`config.mk`:
```
export PLATFORM = sky130hd
export DESIGN_NAME = hasti_bram_bridge
export DESIGN_NICKNAME = d
export VERILOG_FILES = /design/src/rtl/hasti_bram_bridge.sv
export SDC_FILE = /design/constraint.sdc
export NUM_CORES = 1
export LEC_CHECK = 0
export ABC_AREA = 1
export BUFFER_PORTS_ARGS = -buffer_cell sky130_fd_sc_hd__buf_2
export CAP_MARGIN = 20
export CORE_ASPECT_RATIO = 1.25
export CORE_UTILIZATION = 31
export DETAILED_ROUTE_END_ITERATION = 7
export SLEW_MARGIN = 20
export SYNTH_ARGS = -nofsm -noshare
export SYNTH_HDL_FRONTEND = slang
export SYNTH_SLANG_ARGS = --single-unit
export TNS_END_PERCENT = 1
```
`constraint.sdc`:
```
create_clock -name clk -period 1.5 [get_ports clk]
set_input_delay 0.075 -clock clk [delete_from_list [all_inputs] [get_ports clk]]
set_output_delay 0.075 -clock clk [all_outputs]
set_load 0.02 [all_outputs]
```
`src/rtl/hasti_bram_bridge.sv`:
```
// AHB-lite (HASTI) slave that drives one port of a RAMB36-style block RAM.
// Reads are issued in the address phase; writes are registered and issued in the data phase.
module hasti_bram_bridge #(
    parameter int NWORDS     = 65536,
    parameter int ADDR_SHIFT = 5
) (
    input  logic        clk,
    input  logic        nreset,
    input  logic        hsel,
    input  logic [31:0] haddr,
    input  logic        hwrite,
    input  logic [2:0]  hsize,
    input  logic [1:0]  htrans,
    input  logic [31:0] hwdata,
    output logic [31:0] hrdata,
    output logic        hready,
    output logic        hresp,
    output logic        bram_en,
    output logic [3:0]  bram_we,
    output logic [31:0] bram_addr,
    output logic [31:0] bram_di,
    output logic [3:0]  bram_dip,
    input  logic [31:0] bram_do
);

    localparam logic [1:0]  HTRANS_NONSEQ = 2'd2;
    localparam logic [1:0]  HTRANS_SEQ    = 2'd3;
    localparam logic [31:0] NWORDS_LIM    = 32'(NWORDS);

    typedef enum logic [2:0] {IDLE, RD, WR, STALL, ERR1, ERR2} state_t;

    state_t      state;
    state_t      state_nxt;
    logic [29:0] wr_idx;
    logic [3:0]  wr_be;
    logic        req;
    logic        illegal;
    logic        capture;
    logic [3:0]  be;

    function automatic logic [31:0] to_bram_addr(input logic [29:0] idx);
        return {2'b00, idx} << ADDR_SHIFT;
    endfunction

    assign req      = hsel && (htrans == HTRANS_NONSEQ || htrans == HTRANS_SEQ);
    assign bram_dip = 4'b0000;

    always_comb begin
        illegal = (hsize > 3'd2)
               || (hsize == 3'd1 && haddr[0])
               || (hsize == 3'd2 && haddr[1:0] != 2'b00)
               || ({2'b00, haddr[31:2]} >= NWORDS_LIM);
        case (hsize)
            3'd0:    be = 4'b0001 << haddr[1:0];
            3'd1:    be = haddr[1] ? 4'b1100 : 4'b0011;
            default: be = 4'b1111;
        endcase
    end

    // NOTE: every output gets a default before the case so no path leaves one unassigned (no latches).
    always_comb begin
        hready    = 1'b1;
        hresp     = 1'b0;
        hrdata    = 32'h0;
        bram_en   = 1'b0;
        bram_we   = 4'b0000;
        bram_addr = 32'h0;
        bram_di   = 32'h0;
        state_nxt = IDLE;
        capture   = 1'b0;

        case (state)
            RD:   hrdata = bram_do;
            WR: begin
                bram_en   = 1'b1;
                bram_we   = wr_be;
                bram_addr = to_bram_addr(wr_idx);
                bram_di   = hwdata;
                // The port is busy with the write, so a legal read must wait one cycle.
                if (req && !hwrite && !illegal)
                    hready = 1'b0;
            end
            ERR1: begin
                hresp  = 1'b1;
                hready = 1'b0;
            end
            ERR2:    hresp = 1'b1;
            default: ;
        endcase

        if (req && hready) begin
            if (illegal) begin
                state_nxt = ERR1;
            end else if (hwrite) begin
                state_nxt = WR;
                capture   = 1'b1;
            end else begin
                state_nxt = RD;
                bram_en   = 1'b1;
                bram_we   = 4'b0000;
                bram_addr = to_bram_addr(haddr[31:2]);
            end
        end else if (state == ERR1) begin
            state_nxt = ERR2;
        end else if (state == WR && !hready) begin
            state_nxt = STALL;
        end

        // Hold everything quiet during reset so a pending write never reaches the RAM.
        if (!nreset) begin
            hready    = 1'b1;
            hresp     = 1'b0;
            hrdata    = 32'h0;
            bram_en   = 1'b0;
            bram_we   = 4'b0000;
            bram_addr = 32'h0;
            bram_di   = 32'h0;
            state_nxt = IDLE;
            capture   = 1'b0;
        end
    end

    // NOTE: sequential state uses non-blocking assignments so all registers update together.
    always_ff @(posedge clk) begin
        if (!nreset) begin
            state  <= IDLE;
            wr_idx <= 30'h0;
            wr_be  <= 4'b0000;
        end else begin
            state <= state_nxt;
            if (capture) begin
                wr_idx <= haddr[31:2];
                wr_be  <= be;
            end
        end
    end

endmodule
```
==> run summary, run 1 <==
Outcome: complete, but fails checks
Failing checks: setup timing
Total GRT Usage: 19.6%
Routed vias: 4079
Maximum VDD drop: 0.545 mV
Gr ovfl total: 0
Vias in the first global route: 3651
Final setup violating endpoints: 53
Chip height: 113 um
Multi-input logic area: 1860 um^2
Area of the core: 9610 um^2
Sequential cell area: 684 um^2
Top cell type by total area after synthesis: nand2_1
Site Rows: 40
PwrDens: 523 nW/um^2
Worst-skew pair later-pin latency: 280 ps
CTS Buf Count: 5
Launch point of the worst path: state[2]
RSZ-0062 raised after global routing: true
Commonest non-fill, non-tap cell in the layout: nand2_1
Yosys warns: 0
Diode count: 0
Clock Skews: 4.10 ps
1st-iter DRT viols: 129
Final setup margin: -318 ps
Clk pin slew, worst setup/hold paths: 50 ps
Sequential area share after synthesis: 22.3%
Layout cells sized above 1: 37.4%
Synth unique cells: 22
Routed wire length: 10500 um
Die Width: 90.7 um
Wire length per cell: 11.2 um
DP Cell Count: 928
Final Hold Viols: 0
Commonest cells after routing, fill and taps aside: 179 x nand2_1, 132 x nor2_1, 113 x inv_1
Period Utilization, post-route: 121%
DRC: 0
Fillers: 977
CTS tree: yes
CP Capture Type: output pin
Die area: 10200 um^2
Placer Congestion: 0.813
Clock root buffer: clkbuf_16
Tightest Hold Check Type: in -> reg
Synthesized flop and latch total: 34
CP required: 1420 ps
Nets: 920
Dpl ws: -94.2 ps
Pre-Repair DR Iteration Count: 5
Worst EP arrival: 1740 ps
Share of the synthesized area in the top cell type: 23.1%
Leakage: 3.07 nW
Max capacitance violation total: 0
Routed vias/inst: 4.33
Hold Path Origin: haddr[3]
Total design power: 2.61 mW
Hold Buf Count CTS: 0
Crit-path max FO: 16
CTS sink cnt: 34
Reg2Reg Launch Point: state[1]
DP HPWL: 7440 um
Initial antenna violation count: 0
Post-route ant nets: 0
Hold_ws: 25.6 ps
First-pass GRT wire length: 16400 um
FMAX: 550 MHz
Min Clock Period, post-route: 1820 ps
I/O pin count: 212
Critical Path Start Type: flip-flop
Cells after synthesis: 605
CTS H-tree depth: 2
Largest net degree at the start of global routing: 40
Post-Syn Area: 3050 um^2
Final slew viol count: 0
Synth Area per Inst: 5.04 um^2
Util after Layout: 52.0%
Initial core utilization: 31.8%
Area delta synth->final: 63.8%
Synth area leaders: nand2_1 23%, dfxtp_1 22%, nor2_1 18%
Port bufs: 201
Setup Crit Path Kind: reg -> out
CTS max path bufs: 2
Final std cells w/o fill: 942
-- registers in the layout (all words and copies together), names as in the netlist --
register  flops
wr_idx       27
wr_be         4
state         3
-- stage by stage --
| stage | setup TNS (ps) | area, um^2 |
|---|---|---|
| 2_1_floorplan | -2510 | 3080 |
| 3_3_place_gp | -460 | 4330 |
| 3_5_place_dp | -937 | 4330 |
| 4_1_cts | -7720 | 4720 |
| 5_1_grt | -17770 | 5000 |
| 6_report | -11050 | 5000 |
-- cells by family after synthesis --
family / count (synthesis) / synth area share (%)
compound gates: 13 / 2.13
buf+inv: 157 / 21.8
flops: 34 / 22.3
other cells: 1 / 0.123
simple gates: 400 / 53.6
-- synthesized netlist by cell type, drive strengths merged --
cell / instances
buf: 27
dfxtp: 34
nand3: 26
nand4: 6
inv: 118
clkbuf: 12
o21ai: 11
conb: 1
a21oi: 2
or2: 16
nand2: 189
nor3: 11
nor2: 152
-- report_power, final --
part,switching (mW),internal (mW)
Clock,0.380,0.751
Sequential,0.00238,0.907
Combinational,0.320,0.250
Total,0.703,1.91
-- path summary, 6_finish.rpt --
kind	to	slack (ps)	cells after the start
worst max-delay path	bram_addr[15]	-320	11
worst min-delay path	wr_idx[1]	30	3
worst max register to register	wr_idx[9]	180	7
worst min register to register	wr_idx[20]	450	2
-- area by class of cell --
cell class,count,area share [%]
tap,126,3.15
inverter,118,8.96
clock buffer,8,3.33
timing repair buffer,234,33.7
multi-input combinational,422,37.2
sequential,34,13.7
-- layer usage --
layer	vias to the layer above	share of wire, %	global-route usage (%)
met1	1785	36	19.2
met3	17	6.8	4.97
met4	0	2.6	7.31
met5	-	0	0
met2	140	54	38.9
li1	2137	-	-
-- repair_timing --
item	4_1_cts	5_1_grt
resized for setup	74	82
pin swaps	0	2
buffers inserted	2	2
endpoints found under the setup margin	75	113
endpoints found under the hold margin	0	0
cloned	1	1
-- worst max-delay path, stage by stage (launching register included) --
cell and delay, ps:
dfxtp_2 340, inv_2 50, nand3_4 100, clkinv_4 100, clkbuf_16 170, nand2_2 80
nand2_2 60, buf_12 150, nand3_1 70, nand2_1 70, nor2_2 130, buf_6 130
Note: power is estimated with default switching activity, not from simulation.
==> run 2, diff against run 1 <==
--- a/config.mk
+++ b/config.mk
@@ -9,8 +9,9 @@
 export BUFFER_PORTS_ARGS = -buffer_cell sky130_fd_sc_hd__buf_2
 export CAP_MARGIN = 20
 export CORE_ASPECT_RATIO = 1.25
-export CORE_UTILIZATION = 31
+export CORE_UTILIZATION = 42
 export DETAILED_ROUTE_END_ITERATION = 7
+export PLACE_DENSITY = 0.81
 export SLEW_MARGIN = 20
 export SYNTH_ARGS = -nofsm -noshare
 export SYNTH_HDL_FRONTEND = slang
==> run summary, run 2 (synthesis gave the netlist of run 1 again) <==
Outcome: complete, but fails checks (unchanged)
Failing checks: setup timing (unchanged)
RSZ-0062 raised after global routing: true (unchanged)
Final slew viol count: 0 (unchanged)
Fillers: 645 (was 977)
Hold Path Origin: haddr[13] (was haddr[3])
First-pass GRT wire length: 17800 um (was 16400 um)
CP Capture Type: output pin (unchanged)
Crit-path max FO: 8 (was 16)
CP required: 1420 ps (about the same)
CTS H-tree depth: 2 (unchanged)
Post-route ant nets: 0 (unchanged)
Clock share of power: 32.4% (was 43.3%)
Total GRT Usage: 29.1% (was 19.6%)
Top flop regs: wr_idx (27), wr_be (4), state (3) (unchanged)
Final Hold Viols: 0 (unchanged)
Tightest Hold Check Type: in -> reg (unchanged)
Chip height: 97.3 um (was 113 um)
CTS sink cnt: 34 (unchanged)
Commonest non-fill, non-tap cell in the layout: nand2_1 (unchanged)
Diode count: 0 (unchanged)
Initial core utilization: 43.7% (was 31.8%)
CTS max path bufs: 2 (unchanged)
Final setup margin: -395 ps (was -318 ps)
P_sw: 0.695 mW (was 0.703 mW)
Commonest cells after routing, fill and taps aside: 185 x nand2_1, 124 x nor2_1, 119 x buf_2 (was 179 x nand2_1, 132 x nor2_1, 113 x inv_1)
Combinational share of power: 26.7% (was 21.8%)
Area delta synth->final: 58.9% (was 63.8%)
1st-iter DRT viols: 169 (was 129)
Pre-Repair DR Iteration Count: 5 (unchanged)
Reg power frac: 40.9% (was 34.8%)
Clock root buffer: clkbuf_8 (was clkbuf_16)
Routed vias: 4258 (was 4079)
Setup Crit Path Kind: reg -> out (unchanged)
Routed vias/inst: 4.67 (was 4.33)
Flop-to-flop setup slack: 110 ps (was 180 ps)
Clock Skews: 6.11 ps (was 4.10 ps)
Reg2Reg Launch Point: state[1] (unchanged)
Multi-input logic area: 1860 um^2 (unchanged)
Hold path endpoint: wr_idx[11] (was wr_idx[1])
Period Utilization, post-route: 126% (was 121%)
FMAX: 528 MHz (was 550 MHz)
Vias in the first global route: 4044 (was 3651)
Reg-to-reg endpoint: wr_idx[5] (was wr_idx[9])
DRC: 0 (unchanged)
PwrDens: 458 nW/um^2 (was 523 nW/um^2)
DP HPWL: 8620 um (was 7440 um)
Worst EP arrival: 1820 ps (was 1740 ps)
Min Clock Period, post-route: 1900 ps (was 1820 ps)
Sw Ratio: 31.3% (was 26.9%)
Post-Place Cell Area: 4300 um^2 (was 4330 um^2)
Fin area: 4850 um^2 (was 5000 um^2)
Largest net degree at the start of global routing: 40 (unchanged)
Area of the core: 6980 um^2 (was 9610 um^2)
Max capacitance violation total: 0 (unchanged)
Layout cells sized above 1: 37.8% (was 37.4%)
DP Cell Count: 899 (was 928)
Clk pin slew, worst setup/hold paths: 80 ps (was 50 ps)
Leakage: 3.03 nW (was 3.07 nW)
I/O pin count: 212 (unchanged)
Port bufs: 201 (unchanged)
Hold_ws: 10.1 ps (was 25.6 ps)
Final setup violating endpoints: 60 (was 53)
Site Rows: 34 (was 40)
Hold Buf Count CTS: 0 (unchanged)
CTS tree: yes (unchanged)
Sequential cell area: 684 um^2 (unchanged)
CTS Buf Count: 5 (unchanged)
Routed wire length: 11700 um (was 10500 um)
Int Pwr: 1.53 mW (was 1.91 mW)
Nets: 925 (was 920)
Gr ovfl total: 0 (unchanged)
Maximum VDD drop: 0.395 mV (was 0.545 mV)
Worst-skew pair later-pin latency: 290 ps (was 280 ps)
Die Width: 78.2 um (was 90.7 um)
Depth of the most critical reg-to-reg path: 7 (unchanged)
Final std cells w/o fill: 911 (was 942)
Critical Path Start Type: flip-flop (unchanged)
Number of flip-flops in the largest register: 27 (unchanged)
Hold path cells: 3 (unchanged)
Largest Register: wr_idx (unchanged)
Dpl ws: -128 ps (was -94.2 ps)
Wire length per cell: 12.8 um (was 11.2 um)
Initial antenna violation count: 0 (unchanged)
Die area: 7610 um^2 (was 10200 um^2)
Placer Congestion: 0.915 (was 0.813)
-- run 2: worst max path at each step --
stage | start | slack [ps] | endpoint | cells past startpoint
finish | state[0] | -400 | bram_addr[10] | 10
global route | state[0] | -540 | bram_addr[15] | 13
CTS | state[0] | -350 | bram_addr[10] | 10
detailed placement | state[2] | -130 | bram_addr[10] | 13
global placement | state[2] | -50 | bram_addr[9] | 13
floorplan | state[2] | -70 | bram_addr[13] | 12
-- run 2: metrics by stage --
| stage | total power, mW | TNS, ps | utilization (%) |
|---|---|---|---|
| 6_report | 2.22 | -11030 | 69.5 |
| 5_1_grt | 2.33 | -17420 | 69.5 |
| 4_1_cts | 2.21 | -8030 | 64.7 |
| 3_5_place_dp | 1.47 | -1790 | 61.6 |
| 3_3_place_gp | 1.46 | -566 | 61.6 |
| 2_1_floorplan | 1.23 | -2510 | - |
-- run 2: cell type report --
class                           instances  share of cell area (%)
Clock inverter                          1                   0.103
Clock buffer                            7                    1.78
Inverter                              118                    9.19
Sequential cell                        34                    14.1
Tap cell                               90                    2.32
Timing Repair Buffer                  239                    34.2
Multi-Input combinational cell        422                    38.3
-- run 2: per-layer routing --
metal	vias up	part of all wire, %	routed length, um	GRT usage (%)
met5	-	0	0	0
met4	0	4.6	540	13.5
met3	43	8.4	981	7.42
met2	185	49	5710	50.4
met1	1885	38	4420	32.9
li1	2145	-	-	-
-- run 2: critical path, stage by stage (launching register included) --
cell and delay [ps]:
dfxtp_2 330, inv_2 80, nand3_4 120, nor2_4 100, nand4_1 190, nand3_2 230, buf_12 150, nand2_1 50
nand2_1 80, nor2_1 40, buf_2 160
-- run 2: repair_timing --
item	4_1_cts	5_1_grt
setup buffers	1	2
pin swaps	4	2
setup endpoints to repair	78	116
gates resized for setup	33	114
gates cloned	1	0
-- run 2: power groups by stage --
stage,clock network (mW),logic (mW),registers (mW)
finish,0.721,0.593,0.908
detailed placement,0,0.540,0.928
global placement,0,0.530,0.927
CTS,0.734,0.566,0.908
global route,0.772,0.651,0.908
floorplan,0,0.299,0.927
